===== src/rtl/jk_sync_counter_pkg.sv =====
// Shared constants for the JK-based synchronous counter: JK cell modes and default width.
package jk_sync_counter_pkg;

    localparam int DEFAULT_WIDTH = 4;

    typedef enum logic [1:0] {
        JK_HOLD = 2'b00,
        JK_RST  = 2'b01,
        JK_SET  = 2'b10,
        JK_TGL  = 2'b11
    } jk_mode_e;

endpackage


===== src/rtl/jk_sync_counter_jk_cell.sv =====
// Single JK flip-flop with asynchronous active-low clear; qbar is registered alongside q.
module jk_cell
    import jk_sync_counter_pkg::*;
(
    input  logic clk,
    input  logic rst_n,
    input  logic j,
    input  logic k,
    output logic q,
    output logic qbar
);

    logic q_q;
    logic q_d;
    logic qbar_q;

    always_comb begin
        q_d = q_q;
        case (jk_mode_e'({j, k}))
            JK_HOLD: q_d = q_q;
            JK_RST:  q_d = 1'b0;
            JK_SET:  q_d = 1'b1;
            JK_TGL:  q_d = ~q_q;
            default: q_d = q_q;
        endcase
    end

    always_ff @(posedge clk or negedge rst_n) begin
        if (!rst_n) begin
            q_q    <= 1'b0;
            qbar_q <= 1'b1;
        end else begin
            q_q    <= q_d;
            qbar_q <= ~q_d;
        end
    end

    assign q    = q_q;
    assign qbar = qbar_q;

endmodule


===== src/rtl/jk_sync_counter.sv =====
// Loadable up/down counter: one JK cell per bit, T-chain and load muxing drive J/K.
module jk_sync_counter
    import jk_sync_counter_pkg::*;
#(
    parameter int WIDTH = DEFAULT_WIDTH
) (
    input  logic             clk,
    input  logic             rst_n,
    input  logic             en,
    input  logic             up,
    input  logic             load,
    input  logic [WIDTH-1:0] din,
    output logic [WIDTH-1:0] q,
    output logic [WIDTH-1:0] qbar,
    output logic             tc
);

    logic [WIDTH-1:0] t_d;
    logic [WIDTH-1:0] j_d;
    logic [WIDTH-1:0] k_d;
    logic             carry;

    // Bit i toggles when every lower bit is 1 (up) or every lower bit is 0 (down).
    always_comb begin
        t_d   = '0;
        carry = 1'b1;
        for (int i = 0; i < WIDTH; i++) begin
            t_d[i] = carry;
            carry  = carry & (up ? q[i] : qbar[i]);
        end
    end

    // din only reaches the cells while load is high, so an undriven din cannot leak in.
    always_comb begin
        j_d = '0;
        k_d = '0;
        if (load) begin
            j_d = din;
            k_d = ~din;
        end else if (en) begin
            j_d = t_d;
            k_d = t_d;
        end
    end

    for (genvar g = 0; g < WIDTH; g++) begin : g_cell
        jk_cell u_cell (
            .clk  (clk),
            .rst_n(rst_n),
            .j    (j_d[g]),
            .k    (k_d[g]),
            .q    (q[g]),
            .qbar (qbar[g])
        );
    end

    assign tc = en & ~load & (up ? (&q) : ~(|q));

endmodule


===== config.mk =====
export PLATFORM = sky130hd
export DESIGN_NAME = jk_sync_counter
export DESIGN_NICKNAME = d
export VERILOG_FILES = /design/src/rtl/jk_sync_counter_pkg.sv /design/src/rtl/jk_sync_counter_jk_cell.sv /design/src/rtl/jk_sync_counter.sv
export SDC_FILE = /design/constraint.sdc
export NUM_CORES = 1
export LEC_CHECK = 0
export CORE_AREA = 5 5 42 44
export DETAILED_ROUTE_END_ITERATION = 10
export DIE_AREA = 0 0 47 49
export PLACE_DENSITY_LB_ADDON = 0.15
export SLEW_MARGIN = 5
export SYNTH_ARGS = -nofsm -noshare
export SYNTH_HDL_FRONTEND = slang
export SYNTH_SLANG_ARGS = --single-unit

===== constraint.sdc =====
create_clock -name clk -period 3.95 [get_ports clk]
set_input_delay 0.395 -clock clk [delete_from_list [all_inputs] [get_ports clk]]
set_output_delay 0.395 -clock clk [all_outputs]
set_load 0.01 [all_outputs]

# Word level (Yosys, flattened, before mapping)

Cells that the tools add are included.

Register bits: 8
Output and inout bits: 9
Input bits: 9
Logic and storage cells: 52

Equality and inequality tests: 12
Bitwise logic cells: 15
Reduce and logical (&&, ||, !) cells: 6
Multiplexer cells: 11

Operator list:

| operator                                            | count |
|---|---|
| equality test 2 bit, second input constant          | 8 |
| case mux 1 bit (4 select lines)                     | 4 |
| two-way mux 4 bit                                   | 3 |
| inverter 1 bit                                      | 10 |
| equality test 2 x 1 -> 1 bit, second input constant | 4 |
| zero test 2 bit                                     | 4 |
| AND 1 bit                                           | 4 |
| two-way mux 1 bit                                   | 4 |
| inverter 4 bit                                      | 1 |
| AND reduction 4 bit                                 | 1 |
| OR reduction 4 bit                                  | 1 |

# Depth between registers and ports, before layout

Gate-level depths: netlist of run 1.

Depth in word-level cells: 8
Depth in mapped cells: 4
Mapped depth without buffers: 3

# Hierarchy

A second synthesis of run 1 with hierarchy kept.

Cell total of the unflattened synthesis: 45
Area total of the unflattened synthesis: 421.7 sq um

By module, submodules not included:

| module          | instances | cells an instance | area an instance (sq um) |
|---|---|---|---|
| jk_cell         | 4         | 5                 | 67.6 |
| jk_sync_counter | 1         | 25                | 151.4 |

# Worst setup path after synthesis of run 1

OpenSTA, ideal clock, no wires.

Path kind: register to output
Start point: register g_cell[1].u_cell.q_q
End point: output tc
Setup slack: 2.480 ns
Data arrival time: 1.075 ns
Buffers on the path: 0
Data required time: 3.555 ns
Cell stages (with the launch flop): 4
Cells stage by stage: dfrtp_1 nor4_1 mux2i_1 nor3b_1

Cells in the longest elaborated chain, start to end: 4

Ends and longest elaborated chain:

| what                   | RTL line                      | RTL |
|---|---|---|
| start, declared        | jk_sync_counter_jk_cell.sv:13 | `logic q_q;` |
| start signal, assigned | jk_sync_counter_jk_cell.sv:33 | `q_q <= q_d;` |
| OR reduction 4 bit     | jk_sync_counter.sv:57         | `assign tc = en & ~load & (up ? (&q) : ~(\|q));` |
| inverter 1 bit         | jk_sync_counter.sv:57         |  |
| two-way mux 1 bit *    | jk_sync_counter.sv:57         |  |
| AND 1 bit *            | jk_sync_counter.sv:57         |  |
| end, declared          | jk_sync_counter.sv:15         | `output logic tc` |

Every way passes the cells marked *; elsewhere a longest branch is shown, timed or not.

# Worst setup path after layout of run 1

Start point: input up
End point: output tc

Cells in the longest elaborated chain, start to end: 2

Ends and longest elaborated chain:

| what              | RTL line              | RTL |
|---|---|---|
| start, declared   | jk_sync_counter.sv:10 | `input logic up,` |
| two-way mux 1 bit | jk_sync_counter.sv:57 |  |
| AND 1 bit         | jk_sync_counter.sv:57 |  |

No other way between the ends.

==> results of run 1 <==
==> metal layers <==
metal / routed length [um] / vias to the layer above / global-route usage / part of all wire
met3: 81 / 0 / 0.0664 / 0.087
li1: - / 189 / - / -
met5: 0 / - / 0 / 0
met1: 389 / 179 / 0.117 / 0.42
met2: 455 / 10 / 0.127 / 0.49
met4: 0 / 0 / 0.0276 / 0
==> metrics by stage <==
stage	worst slack [ps]	instance area [um^2]	hold WS, ps	total power, uW
after floorplan	2480	488	99.4	155
after global placement	1530	613	676	180
after detailed placement	1500	613	666	180
after CTS	1510	636	427	242
after global routing	1310	636	457	251
final	1510	636	420	237
==> registers in the layout, indices dropped and copies added, names as in the netlist <==
signal              flops
g_cell.u_cell.q         4
g_cell.u_cell.qbar      4
==> worst max-delay path by stage <==
stage / slack [ps] / end / cells after the start / from
2_1_floorplan: 2480 / tc / 3 / g_cell[1].u_cell.q
3_3_place_gp: 1530 / tc / 5 / up
3_5_place_dp: 1500 / tc / 5 / up
4_1_cts: 1510 / tc / 5 / up
5_1_grt: 1310 / tc / 5 / up
6_report: 1510 / tc / 5 / up
==> critical path: cells and delay by family <==
family                 cells  cell delay [ps]
buffers and inverters      2             1070
and+or+nand+nor            2              470
muxes                      1              100
==> cells by family (layout without fill, tap and decap cells) <==
group,count (synthesis),count (layout),synth area share
AOI/OAI and AO/OA,5,5,0.0923
xor gates and xnor gates,1,1,0.0180
buffers and inverters,10,21,0.141
DFF,8,8,0.421
muxes,3,3,0.0641
and+or+nand+nor,20,20,0.264
==> layout make-up <==
class                      instances  area, um^2  share of cell area
clock buffer                       3        22.5              0.0354
inverter                           1        3.75             0.00591
multi-input combinational         29         214               0.337
sequential                         8         205               0.323
tap                               16        20.0              0.0315
timing repair buffer              17         170               0.268
==> layout by cell type (no fill, tap or decap), types with 2 or more instances in the layout <==
master           synthesis  routed
dfstp_2                  4       4
nor3_1                   2       2
clkdlybuf4s50_1          0      17
dfrtp_1                  4       4
nand4b_1                 2       2
nand2_1                  2       2
mux2i_1                  2       2
and3_1                   2       2
clkbuf_4                 0       3
or3_1                    2       2
==> report_power, final <==
part | leakage (uW) | switching, uW | internal, uW
Sequential | 0.0000900 | 11.8 | 97.9
Clock | 0.0000138 | 24.8 | 34.6
Combinational | 0.000149 | 26.5 | 41.3
==> flow_summary.json, run 1 <==
{
  "core_mm2": 0.00140,
  "num_vias": 378,
  "relSlewSlack": 0.730,
  "worstPathCellList": "clkdlybuf4s50_1, nor4_1, mux2i_1, nor3b_1, clkdlybuf4s50_1",
  "antenna_found_initial": 0,
  "grt_pass1_vias": 335,
  "ys_types": 28,
  "slowest_delay_ps": 560,
  "fin_crit_ps": 2440,
  "drc_errors": 0,
  "n_antenna_cell": 0,
  "port_buffers": 17,
  "worst-setup-path-type": "input pin to primary output",
  "skew_ps": 1.59,
  "placed_cells": 71,
  "synth-edff-count": 0,
  "finalNetCount": 69,
  "crit_fanout": 6,
  "synth_common_cells": "8 x buf_4, 4 x dfrtp_1, 4 x dfstp_2",
  "yosys-top-cells-area": "dfstp_2 22%, dfrtp_1 21%, buf_4 12%",
  "cellLeakagePower_uw": 0.000253,
  "routedWlPerCell_um": 12.5,
  "setup_violations": 0,
  "cp-start-kind": "input pin",
  "r2r-end": "g_cell[3].u_cell.q",
  "required_ps": 3560,
  "crit_path_end_kind": "primary output",
  "viasPerCell": 5.11,
  "die-area_mm2": 0.00230,
  "place_hpwl_um": 753,
  "clk_latency_ps": 250,
  "first_pass_iters": 3,
  "grt_max_degree": 13,
  "path_clk_slew_ps": 50,
  "worst_slew_pin_slew_ps": 403,
  "status": "complete, no violations",
  "synth_most_common_cell": "buf_4",
  "utilization": 0.454,
  "post_cts_buffers": 0,
  "r2r_setup_slack_ps": 2470,
  "syn_avg_cell_area_um2": 10.4,
  "grt_setup_unrepaired": "no",
  "syn_to_final_growth_pct": 30.3,
  "num_rows": 14,
  "ys_ff_latch": 8,
  "grt_pass1_wl_mm": 1.48,
  "synthesis.area_um2": 488,
  "holdBufCountCts": 0,
  "cts_made_buffers": 3,
  "tns_ps": 0,
  "tritoncts": "yes",
  "synth_ff_type": "dfstp_2",
  "hold_violations": 0,
  "cp_common_cell": "clkdlybuf4s50_1",
  "async_flop_share": 1.00,
  "synthesis.nets": 56,
  "clkSinkCount": 8,
  "gp_congestion": 0.706,
  "h-tree-depth": 1,
  "peakVddDrop_mv": 0.170,
  "netlist.area_leader.share": 0.215,
  "reg2reg_depth": 3,
  "die_x_um": 47,
  "fmax_mhz": 410,
  "fillers": 142,
  "clock_path_buffers": 2,
  "slew_violations": 0,
  "regToRegStartpoint": "g_cell[0].u_cell.qbar",
  "synth_cells": 47,
  "detail-route-antenna-nets": 0,
  "grtUsageTotal": 0.0936,
  "layoutNonFillerInstCount": 74,
  "routed_wl_um": 926,
  "min_path_type": "input pin to asynchronous set/reset pin",
  "arrival_ps": 2040,
  "yosysSeqAreaShare": 0.421,
  "cts_root_buffer": "clkbuf_4",
  "yosysTopAreaCell": "dfstp_2",
  "cts.repair.resized": 0,
  "drive_gt1_frac": 0.190,
  "drt_iter0_markers": 5,
  "slowest_stage": "clkdlybuf4s50_1",
  "die_h_um": 49,
  "maxCapViolCount": 0,
  "grt-ovfl-total": 0,
  "powerDensity_mw_per_mm2": 373,
  "start_util": 0.348,
  "synth_warnings": 0,
  "io_pins": 18,
  "period_share": 0.618
}
Note: power is estimated with default switching activity, not from simulation.
==> run 2, diff against run 1 <==
==> constraint.sdc (replaced) <==
create_clock -name clk -period 2.25 [get_ports clk]
set_input_delay 0.225 -clock clk [delete_from_list [all_inputs] [get_ports clk]]
set_output_delay 0.225 -clock clk [all_outputs]
set_load 0.01 [all_outputs]
==> run 2 against run 1 <==
Against the previous run: global-route usage fell by 0.14 points; clock-buffer cell count did not move; combinational power rose by 78%; core utilization rose by 1.1 points; cell area rose by 2.4%; critical endpoint unchanged; clock skew fell by 0.94 ps; highest routed layer is now met4; largest cell class unchanged; sequential power rose by 75%; cell count rose by 2.7%; sequential share of layout area fell by 0.74 points.
==> flow_summary.json, run 2 (synthesis results as in run 1) <==
{
  "status": "complete, no violations",
  "slowest_stage": "clkdlybuf4s50_1",
  "port_buffers": 17,
  "grt-ovfl-total": 0,
  "drt_iter0_markers": 6,
  "arrival_ps": 1850,
  "grt_pass1_vias": 364,
  "skew_ps": 0.650,
  "clock_path_buffers": 2,
  "pre_cts_ws_ps": 205,
  "finalPower_uw": 417,
  "grt_max_degree": 12,
  "path_buf_inv": 1,
  "io_pins": 18,
  "worstPathCellList": "nor4_1, mux2i_1, nor3b_1, clkdlybuf4s50_1",
  "routed_wl_um": 941,
  "antenna_found_initial": 0,
  "slew_violations": 0,
  "critical_path_depth": 4,
  "crit_path_end_kind": "primary output",
  "grtUsageTotal": 0.0922,
  "peakVddDrop_mv": 0.594,
  "tns_ps": 0,
  "powerDensity_mw_per_mm2": 642,
  "cp-endpoint": "tc",
  "detail-route-antenna-nets": 0,
  "die_x_um": 47,
  "num_vias": 385,
  "cp-start-kind": "flip-flop",
  "first_pass_iters": 4,
  "final_cell_mix": "17 x clkdlybuf4s50_1, 4 x dfrtp_1, 4 x dfstp_2",
  "worst_slew_pin_slew_ps": 359,
  "crit_fanout": 6,
  "layout_commonest_cell": "clkdlybuf4s50_1",
  "core_mm2": 0.00140,
  "place_hpwl_um": 773,
  "r2r-end": "g_cell[3].u_cell.q",
  "path_clk_slew_ps": 50,
  "maxCapViolCount": 0,
  "setup_ws_ps": 172,
  "reg2reg_depth": 3,
  "cellLeakagePower_uw": 0.000262,
  "clkSinkCount": 8,
  "critPathTopFamily": "buffers and inverters",
  "drc_errors": 0,
  "slowest_delay_ps": 570,
  "post_cts_buffers": 0,
  "cts_made_buffers": 3,
  "regToRegStartpoint": "g_cell[1].u_cell.qbar",
  "start_util": 0.348,
  "grt_pass1_wl_mm": 1.50,
  "r2r_setup_slack_ps": 810,
  "tritoncts": "yes",
  "utilization": 0.464,
  "seqCellArea_um2": 205,
  "n_antenna_cell": 0,
  "fmax_mhz": 481,
  "min_path_type": "input pin to asynchronous set/reset pin",
  "holdBufCountCts": 0,
  "multiInputGateArea_um2": 214,
  "cts.repair.resized": 0,
  "startpoint": "g_cell[1].u_cell.q",
  "grt_setup_unrepaired": "no",
  "syn_to_final_growth_pct": 33.3,
  "setup_violations": 0,
  "required_ps": 2030,
  "num_rows": 14,
  "h-tree-depth": 1,
  "relSlewSlack": 0.760,
  "die-area_mm2": 0.00230,
  "clk_latency_ps": 250,
  "period_share": 0.924,
  "worst-setup-path-type": "flip-flop to primary output",
  "die_h_um": 49,
  "holdWs_ps": 255,
  "fillers": 153,
  "gp_congestion": 0.660,
  "cts_root_buffer": "clkbuf_4",
  "drive_gt1_frac": 0.217,
  "routedWlPerCell_um": 12.4,
  "fin_crit_ps": 2080,
  "finalNetCount": 71,
  "viasPerCell": 5.07,
  "hold_violations": 0
}
run 2: metal layers:
metal / global-route usage / wire length (um)
met2: 0.145 / 458
met5: 0 / 0
met1: 0.101 / 368
met3: 0.0664 / 107
met4: 0.0138 / 8
run 2: where the power goes:
| part | switching, uW | leakage [uW] | internal, uW |
|---|---|---|---|
| clock | 42.8 | 0.0000138 | 60.6 |
| combinational | 46.7 | 0.000158 | 74.8 |
| sequential | 20.7 | 0.0000900 | 172 |
| total | 110 | 0.000262 | 307 |
run 2: area by class of cell:
cell class                 count  area share
clock buffer                   3      0.0346
inverter                       1     0.00577
multi-input combinational     29       0.329
sequential                     8       0.315
tap                           16      0.0308
timing repair buffer          19       0.285
run 2: worst min-delay path by stage:
stage	to	startpoint	slack [ps]
2_1_floorplan	g_cell[0].u_cell.q	rst_n	-70
3_3_place_gp	g_cell[3].u_cell.q	rst_n	530
3_5_place_dp	g_cell[3].u_cell.q	rst_n	530
4_1_cts	g_cell[2].u_cell.q	rst_n	260
5_1_grt	g_cell[0].u_cell.q	rst_n	270
6_report	g_cell[3].u_cell.q	rst_n	250
run 2: worst reg2reg max path: cells and delay by family (launching register included):
kind	cells	cell delay (ps)
flops	1	530
simple gates	3	790
run 2: per-stage QoR:
stage,instance area (um^2),cells
after global placement,628,73
after global routing,651,76
after CTS,651,76
after floorplan,488,47
final,651,76
after detailed placement,628,73
==> run 3, diff against run 2 <==
--- a/config.mk
+++ b/config.mk
@@ -5,9 +5,10 @@
 export SDC_FILE = /design/constraint.sdc
 export NUM_CORES = 1
 export LEC_CHECK = 0
-export CORE_AREA = 5 5 42 44
+export CORE_AREA = 2 2 39 41
 export DETAILED_ROUTE_END_ITERATION = 10
-export DIE_AREA = 0 0 47 49
+export DIE_AREA = 0 0 41 43
+export GPL_TIMING_DRIVEN = 0
 export PLACE_DENSITY_LB_ADDON = 0.15
 export SLEW_MARGIN = 5
 export SYNTH_ARGS = -nofsm -noshare
==> run 3 against run 2 <==
Against the previous run: setup slack lost 57 ps; clock power is essentially flat; critical endpoint unchanged; largest cell class is now non-clock buffers; non-clock buffer count rose by 7.
==> flow_summary.json, run 3 (synthesis results as in run 1) <==
{
  "status": "complete, no violations",
  "cts.repair.resized": 0,
  "routed_wl_um": 900,
  "holdWs_ps": 250,
  "regToRegStartpoint": "g_cell[0].u_cell.qbar",
  "tritoncts": "yes",
  "cts_root_buffer": "clkbuf_4",
  "setup_ws_ps": 115,
  "grt_pass1_wl_mm": 1.45,
  "r2r-end": "g_cell[3].u_cell.q",
  "core_mm2": 0.00138,
  "startpoint": "up",
  "num_rows": 14,
  "start_util": 0.353,
  "h-tree-depth": 1,
  "slew_violations": 0,
  "path_clk_slew_ps": 50,
  "worstPathCellList": "clkdlybuf4s50_1, and4_2, mux2i_1, nor3b_1, clkdlybuf4s50_1",
  "drc_errors": 0,
  "cp-endpoint": "tc",
  "critical_path_depth": 5,
  "slowest_stage": "clkdlybuf4s50_1",
  "hold_violations": 0,
  "cp-start-kind": "input pin",
  "skew_ps": 3.99,
  "finalPower_uw": 444,
  "viasPerCell": 4.87,
  "n_antenna_cell": 0,
  "die_h_um": 43,
  "cp_common_cell": "clkdlybuf4s50_1",
  "slowest_delay_ps": 600,
  "clk_latency_ps": 250,
  "cellLeakagePower_uw": 0.000296,
  "maxCapViolCount": 0,
  "die_x_um": 41,
  "port_buffers": 17,
  "tns_ps": 0,
  "gp_congestion": 0.763,
  "min_path_type": "input pin to asynchronous set/reset pin",
  "grt_max_degree": 11,
  "antenna_found_initial": 0,
  "arrival_ps": 1910,
  "grt-ovfl-total": 0,
  "layout_commonest_cell": "clkdlybuf4s50_1",
  "fin_crit_ps": 2130,
  "grt_pass1_vias": 359,
  "crit_fanout": 6,
  "io_pins": 18,
  "drt_iter0_markers": 8,
  "setup_violations": 0,
  "critPathTopFamily": "buffers and inverters",
  "clock_path_buffers": 2,
  "drive_gt1_frac": 0.313,
  "detail-route-antenna-nets": 0,
  "holdBufCountCts": 0,
  "routedWlPerCell_um": 10.8,
  "final_cell_area_um2": 707,
  "relSlewSlack": 0.763,
  "grtUsageTotal": 0.132,
  "worst_slew_pin_slew_ps": 355,
  "period_share": 0.949,
  "grt_setup_unrepaired": "no",
  "fmax_mhz": 468,
  "clkSinkCount": 8,
  "syn_to_final_growth_pct": 44.9,
  "place_hpwl_um": 701,
  "reg2reg_depth": 3,
  "crit_path_end_kind": "primary output",
  "placedInstanceArea_um2": 678,
  "finalNetCount": 78,
  "post_cts_buffers": 0,
  "path_buf_inv": 2,
  "pre_cts_ws_ps": 72.0,
  "first_pass_iters": 4,
  "final_cell_mix": "17 x clkdlybuf4s50_1, 8 x buf_4, 4 x dfrtp_1, 4 x dfstp_2, 3 x clkbuf_4",
  "powerDensity_mw_per_mm2": 629,
  "r2r_setup_slack_ps": 780,
  "required_ps": 2030,
  "worst-setup-path-type": "input pin to primary output",
  "num_vias": 404,
  "cts_made_buffers": 3,
  "die-area_mm2": 0.00176,
  "peakVddDrop_mv": 0.373
}
-- run 3: worst min path at each step --
stage	from	to	slack, ps	cells past startpoint
2_1_floorplan	rst_n	g_cell[0].u_cell.q	-70	0
3_5_place_dp	rst_n	g_cell[1].u_cell.q	530	1
6_report	rst_n	g_cell[1].u_cell.q	250	1
4_1_cts	rst_n	g_cell[1].u_cell.q	260	1
3_3_place_gp	rst_n	g_cell[1].u_cell.q	530	1
5_1_grt	rst_n	g_cell[1].u_cell.q	260	1
-- run 3: layout make-up --
type                       count  area, um^2
fill                         140         677
multi-input combinational     29         220
sequential                     8         205
timing repair buffer          17         170
buffer                         9        65.1
clock buffer                   3        22.5
tap                           16        20.0
inverter                       1        3.75
-- run 3: metrics by stage --
stage,util,instances
after detailed placement,0.490,80
after global placement,0.490,80
after floorplan,-,47
final,0.511,83
after global routing,0.511,83
after CTS,0.506,83
-- run 3: routing by layer --
layer	GRT usage	wire, um	vias to the layer above	share of wire
li1	-	-	204	-
met1	0.142	362	186	0.40
met5	0	0	-	0
met3	0.0995	81	2	0.090
met4	0.0600	13	0	0.014
met2	0.184	442	12	0.49
-- run 3: power by group --
part / leakage [uW] / switching [uW] / internal [uW] / total (uW)
sequential: 0.0000900 / 20.9 / 172 / 193
combinational: 0.000192 / 50.1 / 97.0 / 147
clock: 0.0000138 / 44.0 / 60.7 / 105
